**src/rtl/sig_scalar_unpack.sv**
```systemverilog
// Ed25519 signature receive path: unpacks R and S from a byte stream
// and checks during the transfer that S is below the group order L.
module sig_scalar_unpack (
    input  logic         clk,
    input  logic         rst,
    input  logic         start,
    input  logic [7:0]   in_data,
    input  logic         in_valid,
    output logic         in_ready,
    output logic [255:0] r_out,
    output logic [252:0] s_out,
    output logic         s_canonical,
    output logic         done,
    output logic         busy
);

    localparam logic [255:0] L_VAL =
        256'h1000000000000000000000000000000014def9dea2f79cd65812631a5cf5d3ed;

    typedef enum logic [1:0] {IDLE, LOAD_R, LOAD_S, CHECK} state_t;

    state_t         state_q, state_d;
    logic [4:0]     cnt_q, cnt_d;
    logic           lt_q, lt_d;
    logic [2:0]     sh_q, sh_d;
    logic [255:0]   r_q, r_d;
    logic [252:0]   s_q, s_d;
    logic           canon_q, canon_d;
    logic           done_q, done_d;
    logic [255:0]   s_wide;
    logic [7:0]     lb;
    logic           xfer;

    always_ff @(posedge clk) begin
        if (!rst) begin
            state_q <= IDLE;
        end else begin
            state_q <= state_d;
        end
    end

    always_ff @(posedge clk) begin
        if (!rst) begin
            cnt_q   <= 5'd0;
            lt_q    <= 1'b0;
            sh_q    <= 3'd0;
            r_q     <= '0;
            s_q     <= '0;
            canon_q <= 1'b0;
            done_q  <= 1'b0;
        end else begin
            cnt_q   <= cnt_d;
            lt_q    <= lt_d;
            sh_q    <= sh_d;
            r_q     <= r_d;
            s_q     <= s_d;
            canon_q <= canon_d;
            done_q  <= done_d;
        end
    end

    always_comb begin
        state_d = state_q;
        unique case (state_q)
            IDLE:    if (start) state_d = LOAD_R;
            LOAD_R:  if (xfer && cnt_q == 5'd31) state_d = LOAD_S;
            LOAD_S:  if (xfer && cnt_q == 5'd31) state_d = CHECK;
            CHECK:   state_d = IDLE;
            default: state_d = IDLE;
        endcase
    end

    always_comb begin
        in_ready = (state_q == LOAD_R) || (state_q == LOAD_S);
        busy     = (state_q != IDLE);
        xfer     = in_valid && in_ready;
    end

    // The 5-bit counter wraps 31 -> 0 at the R/S boundary by design.
    always_comb begin
        cnt_d   = cnt_q;
        lt_d    = lt_q;
        sh_d    = sh_q;
        r_d     = r_q;
        s_d     = s_q;
        canon_d = canon_q;
        done_d  = 1'b0;
        s_wide  = {sh_q, s_q};
        lb      = L_VAL[{cnt_q, 3'b000} +: 8];
        unique case (state_q)
            IDLE: begin
                if (start) begin
                    cnt_d = 5'd0;
                    lt_d  = 1'b0;
                    sh_d  = 3'd0;
                end
            end
            LOAD_R: begin
                if (xfer) begin
                    r_d[{cnt_q, 3'b000} +: 8] = in_data;
                    cnt_d = cnt_q + 5'd1;
                end
            end
            LOAD_S: begin
                if (xfer) begin
                    s_wide[{cnt_q, 3'b000} +: 8] = in_data;
                    s_d   = s_wide[252:0];
                    sh_d  = s_wide[255:253];
                    lt_d  = (in_data < lb) | ((in_data == lb) & lt_q);
                    cnt_d = cnt_q + 5'd1;
                end
            end
            CHECK: begin
                // Shadow bits set imply S >= 2^253 > L; lt is already 0 then.
                canon_d = lt_q & (sh_q == 3'd0);
                done_d  = 1'b1;
            end
            default: ;
        endcase
    end

    assign r_out       = r_q;
    assign s_out       = s_q;
    assign s_canonical = canon_q;
    assign done        = done_q;

endmodule

```
**config.mk**
```make
export PLATFORM = sky130hd
export DESIGN_NAME = sig_scalar_unpack
export DESIGN_NICKNAME = d
export VERILOG_FILES = /design/src/rtl/sig_scalar_unpack.sv
export SDC_FILE = /design/constraint.sdc
export NUM_CORES = 1
export LEC_CHECK = 0
export BUFFER_PORTS_ARGS = -buffer_cell sky130_fd_sc_hd__buf_2
export CORE_MARGIN = 1.5
export CORE_UTILIZATION = 24
export CTS_CLUSTER_SIZE = 12
export DETAILED_ROUTE_END_ITERATION = 10
export PLACE_DENSITY_LB_ADDON = 0.2
export SLEW_MARGIN = 20
export SYNTH_ARGS = -nofsm -noshare
export SYNTH_HDL_FRONTEND = slang
export SYNTH_SLANG_ARGS = --single-unit
```
**constraint.sdc**
```tcl
create_clock -name clk -period 6 [get_ports clk]
set_clock_uncertainty 0.05 [all_clocks]
set_input_delay 1.2 -clock clk [delete_from_list [all_inputs] [get_ports clk]]
set_output_delay 1.2 -clock clk [all_outputs]
set_load 0.005 [all_outputs]
```
**Word-level counts from Yosys, hierarchy flattened**

Index checks and enable logic that the tools add are counted.

- Word-level logic and storage cells: 57
- Register bits: 522

- Shift operators: 3
- Bitwise operators: 3
- Eq/ne operators: 10
- Muxes and demuxes: 16
- Reductions and logical operators: 14
- $lt $le $gt $ge: 1
- Add/sub/neg operators: 2

Operator list:

| cell | count |
|---|---|
| $bwmux 256 | 2 |
| $shift 8x10->256 const A | 1 |
| $shiftx 256x9->8 const A | 1 |
| $shiftx 8x10->256 | 1 |
| $mux 5 | 2 |
| $neg 8->10 | 1 |
| $pmux 5 s2 | 1 |
| $reduce_and 3->1 | 3 |
| $eq 8x8->1 | 1 |
| $lt 8x8->1 | 1 |
| $ne 2x2->1 const B | 4 |
| $pmux 2 s4 | 1 |
| $mux 2 | 3 |
| $mux 3 | 2 |
| $pmux 3 s2 | 1 |
| $reduce_bool 2->1 | 3 |
| $add 5x1->5 const B | 1 |
| $eq 5x5->1 const B | 1 |
| $eq 2x2->1 const B | 2 |
| $reduce_and 2->1 | 2 |
| $logic_not 3->1 | 1 |
| $mux 1 | 3 |
| $and 1x1->1 | 2 |
| $eq 2x1->1 const B | 1 |
| other kinds (7) | 8 |

**Logic depth before layout (Yosys ltp)**

Gate-level depths: netlist of run 1.

- Word-level depth: 6
- Mapped depth: 12
- Gate-level depth less buffers: 11

**Least setup slack after synthesis of run 1**

Ideal clock, no wire load.

- Path kind: input -> register
- Start point: input port in_valid
- End point: register r_q[247], in the netlist r_out[247]
- Setup time: 0.123 ns
- Stages on the path: 8
- Arrival time: 2.601 ns
- Path slack: 3.226 ns
- Required time: 5.827 ns
- Cell sequence: and3_1 -> clkbuf_1 -> nand3_1 -> or3b_1 -> clkbuf_1 -> buf_2 -> nand3_1 -> o21ai_0

- Cells in the longest elaborated chain, start to end: 2

Ends and longest elaborated chain:

| element | line | text |
|---|---|---|
| start, declared | 8 | `input logic in_valid,` |
| $logic_and 1x1->1 | 76 | `xfer = in_valid && in_ready;` |
| $reduce_and 2->1 (no source line) | -- |  |
| end signal, assigned | 55 | `r_q <= r_d;` |
| end, declared | 26 | `logic [255:0] r_q, r_d;` |

No other way between the ends.
A chain may end at the register's enable or synchronous reset.

**Worst setup path in the final report of run 1**

- Start point: register cnt_q[0]
- End point: register r_q[242], in the netlist r_out[242]

- Cells in the longest elaborated chain, start to end: 3
- Elaborated cells between the ends (all ways): 4

Ends and longest elaborated chain:

| element | line | text |
|---|---|---|
| start, declared | 23 | `logic [4:0] cnt_q, cnt_d;` |
| start signal, assigned | 52 | `cnt_q <= cnt_d;` |
| $neg 8->10 * | 100 | `r_d[{cnt_q, 3'b000} +: 8] = in_data;` |
| $shiftx 8x10->256 or $shift 8x10->256 (tied branches) | 100 |  |
| $bwmux 256 * | 100 |  |

Mark *: on every way between the ends. The rest lies on a longest branch, timed or not.

==> results.md, run 1 <==
* Outcome: completed
* Layout cells sized above 1 at 27.5%
* Synth cell count leaders: nand2_1 (554), dfxtp_1 (522), mux2i_1 (459), clkbuf_1 (98), nand3_1 (74)
* Worst hold path type: flop to flop
* Worst Path Arrival at between 4000 and 5000 ps
* Largest net degree at the start of global routing at about 150
* Vias per std cell at between 4 and 5
* Clock Latency Late Sink at ~630 ps
* Met1 Track Usage GR at ~22%
* Slowest CP cell: xor2_4
* Post-synth top area share at 52.5%
* IO Port Bufs at 524
* CTS tree: done
* Final wirelength at about 80000 um
* # clock sinks at about 520
* I/O pins at 525
* Flops & latches, synth at 522
* Worst Setup Path Type: flop to flop
* Multi-input gate area at about 9000 sq um
* GRT busiest layer: met2
* Total core area at about 82000 sq um
* Max Cap Viol at 0
* Die ar. at 84600 sq um
* Avg Cell Area, Syn at ~9.9 sq um
* Final Hold Fails at 0
* Slowest Stage Delay on Critical Path at just under 900 ps
* Number of diodes at 0
* First-pass iteration count of the detailed router at 5
* Comb power frac at under 10%
* Clock-pin slew on the worst setup and hold paths at around 60 ps
* Sw Pwr at 2090 uW
* Final instance area at 25700 sq um
* # rows at approximately 110
* Remaining global-route overflow at 0
* P_int at 5890 uW
* Detail Route Antenna Nets at 0
* Die height at approximately 290 um
* Post-synthesis sequential area ratio at a little over half
* Die width at between 200 and 300 um
* Leak Pwr at between 0.01 and 0.015 uW
* Initial antenna violation count at 3
* Overall routing resource usage at between 15 and 20%
* Mapped Cells at roughly 2000
* Max_slew headroom at between 20 and 30%
* Postcts setup bufs at 0
* Least-Margin Pin Slew at between 1000 and 1500 ps
* EDFF count, synth at 0
* Final core utilization at 31.3%
* Clock buffer depth at 3
* Setup crit start kind: flop
* Resized cells post-CTS at 0
* Met3 Use GR at between 5 and 6%
* Switching share of power at 26.2%
* DR WL/cell at approximately 22 um
* Critical Path RT at around 6400 ps
* Area growth, synth to finish at 29.1%
* NumNets Final at between 2000 and 3000
* CP cell instances: inv_1 > ha_1 > xor2_4 > nand3_1 > or3b_1 > nand3_1 > o21ai_0
* Fmax at between 200 and 250 MHz
* Vias at 16379
* Register Area at between 10000 and 15000 sq um
* Cell mode on critical path: nand3_1
* First-pass GRT wire length at 116000 um
* HPWL after DPL at roughly 57000 um
* Area leader, netlist: dfxtp_1
* Library cells used by synthesis at 53
* Pwr per Cell Area at between 300 and 400 nW/um^2
* Most common cell in the netlist: nand2_1
* GP Congestion at 0.808
* Fin crit period at 4170 ps
* Setup tns final at 0 ps
* Worst ir drop on vdd at roughly 0.19 mV
* Post-CTS Hold Buffers at 0
* Clock power frac at 47.9%
* Mapped cell area at between 15000 and 20000 sq um
* Worst reg2reg path depth at 7
* Period utilization at between 60% and 70%
* Reg power frac at 44.0%
* Synth async-reset ratio at 0%
* CTS Buf Count at ~60
* CTS H-tree lvls at 2
* Slew Limit Fails at 0
* Dpl cell area at 23600 sq um
* Synthesis Warnings at 0
* Final setup viols at 0
* Unrepaired setup endpoints after global routing: no
* Ranking of synthesized cells by area: dfxtp_1 (53%), mux2i_1 (23%), nand2_1 (10%)
* Number of global-route vias before repair at approximately 17000
* DRT iter0 DRCs at roughly 930
* Residual DRC at 0
* Crit-path max FO at 20
* Initial Utilization at between 20% and 30%
* Fillcell total at 8567
* Met2 Use GR at a little under a third
* Setup crit end kind: flop
* Top_reg_cell synth: dfxtp_1
* Syn Nets at 2054
* Root buffer cell: clkbuf_16
* Worst Hold Depth at 2
area by class of cell:
class,instances,share of cell area (%)
clock inverters,24,1.07
inverters,11,0.161
flip-flops and latches,522,40.7
multi-input cells,1368,35.0
clock buffers,90,7.00
well taps,1070,5.21
repair buffers,542,10.8
sequential cells by signal, summed over array words and instances, names as in the netlist:
register	count
sh_q	3
cnt_q	5
done	1
s_canonical	1
lt_q	1
s_out	253
r_out	256
state_q	2
critical path: cells and delay by family (launching register included):
| family | cells | cell delay (ps) |
|---|---|---|
| AO/OA/AOI/OAI | 1 | 90 |
| XOR/XNOR | 1 | 870 |
| adder cells (fa/ha/maj) | 1 | 490 |
| buffers and inverters | 1 | 300 |
| flip-flops | 1 | 780 |
| AND/OR/NAND/NOR | 3 | 1450 |
stage by stage:
stage	hold slack [ps]	worst slack (ps)	cells	total power (uW)
2_1_floorplan	393	3230	2019	3960
3_3_place_gp	391	1910	3513	4230
3_5_place_dp	395	1840	3513	4240
4_1_cts	404	1830	3627	8100
5_1_grt	418	1560	3627	8290
6_report	403	1830	3627	7980
per-layer routing:
layer,vias to the layer above,part of all wire (%)
li1,7812,-
met1,7954,42
met2,475,48
met3,134,6.9
met4,4,2.9
met5,-,0.033
power by group through the flow:
stage / Clock, uW / Combinational [uW] / Sequential [uW]
floorplan: 0 / 381 / 3580
global placement: 0 / 649 / 3580
detailed placement: 0 / 658 / 3590
CTS: 3930 / 659 / 3510
global route: 4070 / 709 / 3510
finish: 3820 / 647 / 3510
logic make-up after synthesis:
family                     count (synthesis)  share of synthesized area (%)
and+or+nand+nor                          780                           17.1
DFF                                      522                           52.5
muxes                                    459                           23.1
buffers and inverters                    129                           2.57
AOI/OAI and AO/OA                        101                           3.04
adders and majority gates                 23                           1.45
xor gates and xnor gates                   5                          0.220
path summary, 6_finish.rpt:
check | end | slack (ps) | startpoint
worst max register to register | r_out[242] | 1830 | cnt_q[0]
worst min register to register | s_out[96] | 400 | s_out[96]
worst min-delay path | s_out[96] | 400 | s_out[96]
worst max-delay path | r_out[242] | 1830 | cnt_q[0]
cell usage in the layout, fill, tap and decap left out, types with 13 or more instances in the layout:
cell,n
nand2_1,554
buf_2,523
dfxtp_1,522
mux2i_1,459
nand3_1,74
o21ai_0,68
clkbuf_16,62
nor2_1,40
ha_1,23
nor2_2,22
nand4_1,19
buf_4,17
clkbuf_8,14
clkbuf_1,14
nand3_2,13
Note: power is estimated with default switching activity, not from simulation.
==> inputs of run 2 (changes only) <==
Settings changed: ABC_AREA from default to 1.
Clock period 6 ns to 4.4 ns, I/O delays scaled along.
==> results.md, run 2 <==
* Least-Margin Pin Slew at 1020 ps (-26.6 ps)
* First-pass iteration count of the detailed router at 7 (+2)
* Flops & latches, synth at 522 (unchanged)
* Residual DRC at 0 (unchanged)
* Synthesis Warnings at 0 (unchanged)
* DR WL/cell at 19.4 um (-13%)
* Unrepaired setup endpoints after global routing: no
* IO Port Bufs at 524 (unchanged)
* Largest family of logic cells by synthesized area: simple AND/OR/NAND/NOR gates
* WP buf/inv at 3 (+2)
* Max reg flops at 256 (unchanged)
* Post-synthesis xor/xnor area fraction at 0% (-0.22 points)
* Worst Path Arrival at 4020 ps (-600 ps)
* NumNets Final at 3378 (+33%)
* Initial antenna violation count at 4 (+1)
* Slowest Stage Delay on Critical Path at 570 ps (-300 ps)
* Outcome: completed
* CTS H-tree lvls at 3 (+1)
* CP cell instances: inv_2 > ha_1 > nand2_2 > nand2_2 > inv_2 > nand2_2 > inv_2 > nand2_1 > nor2_1 > nand2_1 > o21ai_0 > a21oi_1
* Met2 Use GR at 31.2% (-0.48 points)
* Synth cell count leaders: nor2_1 (527), dfxtp_1 (522), nand2_1 (396), inv_1 (394), o21ai_0 (302)
* Syn Nets at 2917 (+42%)
* EDFF count, synth at 0 (unchanged)
* Area leader, netlist: dfxtp_1
* Largest net degree at the start of global routing at 199 (+30%)
* Synth async-reset ratio at 0% (unchanged)
* Internal reg-to-reg setup slack at 820 ps (-1010 ps)
* Detail Route Antenna Nets at 0 (unchanged)
* Fmax at 279 MHz (+17%)
* Post-CTS Hold Buffers at 0 (unchanged)
* Remaining global-route overflow at 0 (unchanged)
* Max Cap Viol at 0 (unchanged)
* Clock buffer depth at 3 (unchanged)
* Critical Path RT at 4840 ps (-1600 ps)
* Die height at 299 um (+2.9%)
* Post-synth top area share at 49.5% (-3.0 points)
* HPWL after DPL at 63300 um (+10%)
* Top_reg_cell synth: dfxtp_1
* Setup crit start kind: flop
* CTS Buf Count at 67 (+9.8%)
* GRT busiest layer: met2
* Met1 Track Usage GR at 24.7% (+2.5 points)
* Max_slew headroom at 31.9% (+2.0 points)
* Ranking of synthesized cells by area: dfxtp_1 (50%), nor2_1 (9.4%), o21ai_0 (7.2%)
* Slew Limit Fails at 0 (unchanged)
* Mapped cell area at 21100 sq um (+6.0%)
* Fin crit period at 3580 ps (-593 ps)
* Number of global-route vias before repair at 18320 (+11%)
* Setup crit end kind: flop
* Mux contribution to synthesized area at 0% (-23 points)
* Most common library cell in the layout ignoring fill and taps: nor2_1
* Worst hold path type: flop to flop
* Die ar. at 89700 sq um (+5.9%)
* DRT iter0 DRCs at 1348 (+45%)
* Vias per std cell at 4.35 (-3.7%)
* Commonest cells after routing, fill and taps aside: nor2_1 (527), buf_2 (523), dfxtp_1 (522), nand2_1 (396), inv_1 (392)
* Slowest CP cell: dfxtp_1
* I/O pins at 525 (unchanged)
* First-pass GRT wire length at 127000 um (+9.4%)
* Fraction of the mapped netlist area in simple logic gates at 23.1% (+6.0 points)
* Initial Utilization at 24.3% (+0.044 points)
* Crit-path max FO at 21 (+5.0%)
* Final worst slack at 822 ps (-1010 ps)
* Clock-pin slew on the worst setup and hold paths at 60 ps (about the same)
* Most common cell in the netlist: nor2_1
* Total core area at 86900 sq um (+5.8%)
* Setup tns final at 0 ps (unchanged)
* GP Congestion at 0.793 (-1.8%)
* Avg Cell Area, Syn at 7.32 sq um (-26%)
* Delay-heaviest family, CP: simple AND/OR/NAND/NOR gates
* Area growth, synth to finish at 28.2%
* Worst ir drop on vdd at 0.239 mV (+26%)
* Final setup viols at 0 (unchanged)
* # clock sinks at 522 (unchanged)
* Overall routing resource usage at 19.0% (+0.53 points)
* Layout cells sized above 1 at 21.6% (-5.9 points)
* Period utilization at 81.3% (+12 points)
* Met3 Use GR at 4.45% (-0.94 points)
* Post-synthesis sequential area ratio at 49.5% (-3.0 points)
* Clock Latency Late Sink at 610 ps (-20 ps)
* CTS tree: done
* Mapped Cells at 2882 (+43%)
* Final core utilization at 31.1% (-0.15 points)
* Root buffer cell: clkbuf_16
* Adder-cell share of the synthesized area at 1.36% (-0.082 points)
* Final wirelength at 88100 um (+8.6%)
* Die width at 299 um (+2.9%)
* Final Hold Fails at 0 (unchanged)
* Final Power at 13000 uW (+62%)
* Worst Setup Path Type: flop to flop
* Vias at 19801 (+21%)
* Pre-CTS WS at 858 ps (-986 ps)
* Postcts setup bufs at 0 (unchanged)
* Resized cells post-CTS at 0 (unchanged)
* Library cells used by synthesis at 39 (-26%)
* Compound-Gate Fraction of Synth Area at 15.0% (+12 points)
* Pwr per Cell Area at 479 nW/um^2 (+54%)
* Leak Pwr at 0.0131 uW (+11%)
* # rows at 108 (+2.9%)
run 2: path summary, 6_finish.rpt:
path	endpoint	cells after the start	from
min	r_out[121]	2	r_out[121]
max	s_out[34]	12	cnt_q[0]
max reg2reg	s_out[34]	12	cnt_q[0]
min reg2reg	r_out[121]	2	r_out[121]
run 2: layer usage:
| layer | vias to the layer above | wire (um) |
|---|---|---|
| li1 | 10062 | - |
| met1 | 9090 | 39400 |
| met2 | 533 | 41100 |
| met3 | 114 | 5240 |
| met4 | 2 | 2430 |
| met5 | - | 9 |
run 2: final cells by class:
cell class / count / area (sq um)
Clock buffer: 97 / 1940
Timing Repair Buffer: 555 / 2890
Tap cell: 1155 / 1450
Fill cell: 9518 / 59800
Sequential cell: 522 / 10500
Clock inverter: 25 / 425
Antenna cell: 2 / 5.00
Multi-Input combinational cell: 1780 / 8310
Inverter: 417 / 1580
run 2: power breakdown:
part           switching, uW  internal (uW)
registers               75.4           4820
clock network           2310           3580
logic                   1720            459
run 2: cell families after synthesis:
group / after synthesis
compound gates: 616
fa+ha+maj: 23
buf+inv: 580
flops: 522
simple gates: 1141
run 2: worst reg2reg max path: stages (launching register included):
cell and delay, ps:
dfxtp_1 570, inv_2 200, ha_1 300, nand2_2 100, nand2_2 290, inv_2 450
nand2_2 170, inv_2 120, nand2_1 120, nor2_1 360, nand2_1 370, o21ai_0 310
a21oi_1 60
run 2: stage by stage:
stage	instances	hold WS, ps	cell area, sq um
floorplan	2882	389	21100
global placement	4429	380	24700
detailed placement	4429	383	24700
CTS	4551	392	27000
global route	4551	404	27000
finish	4553	390	27000
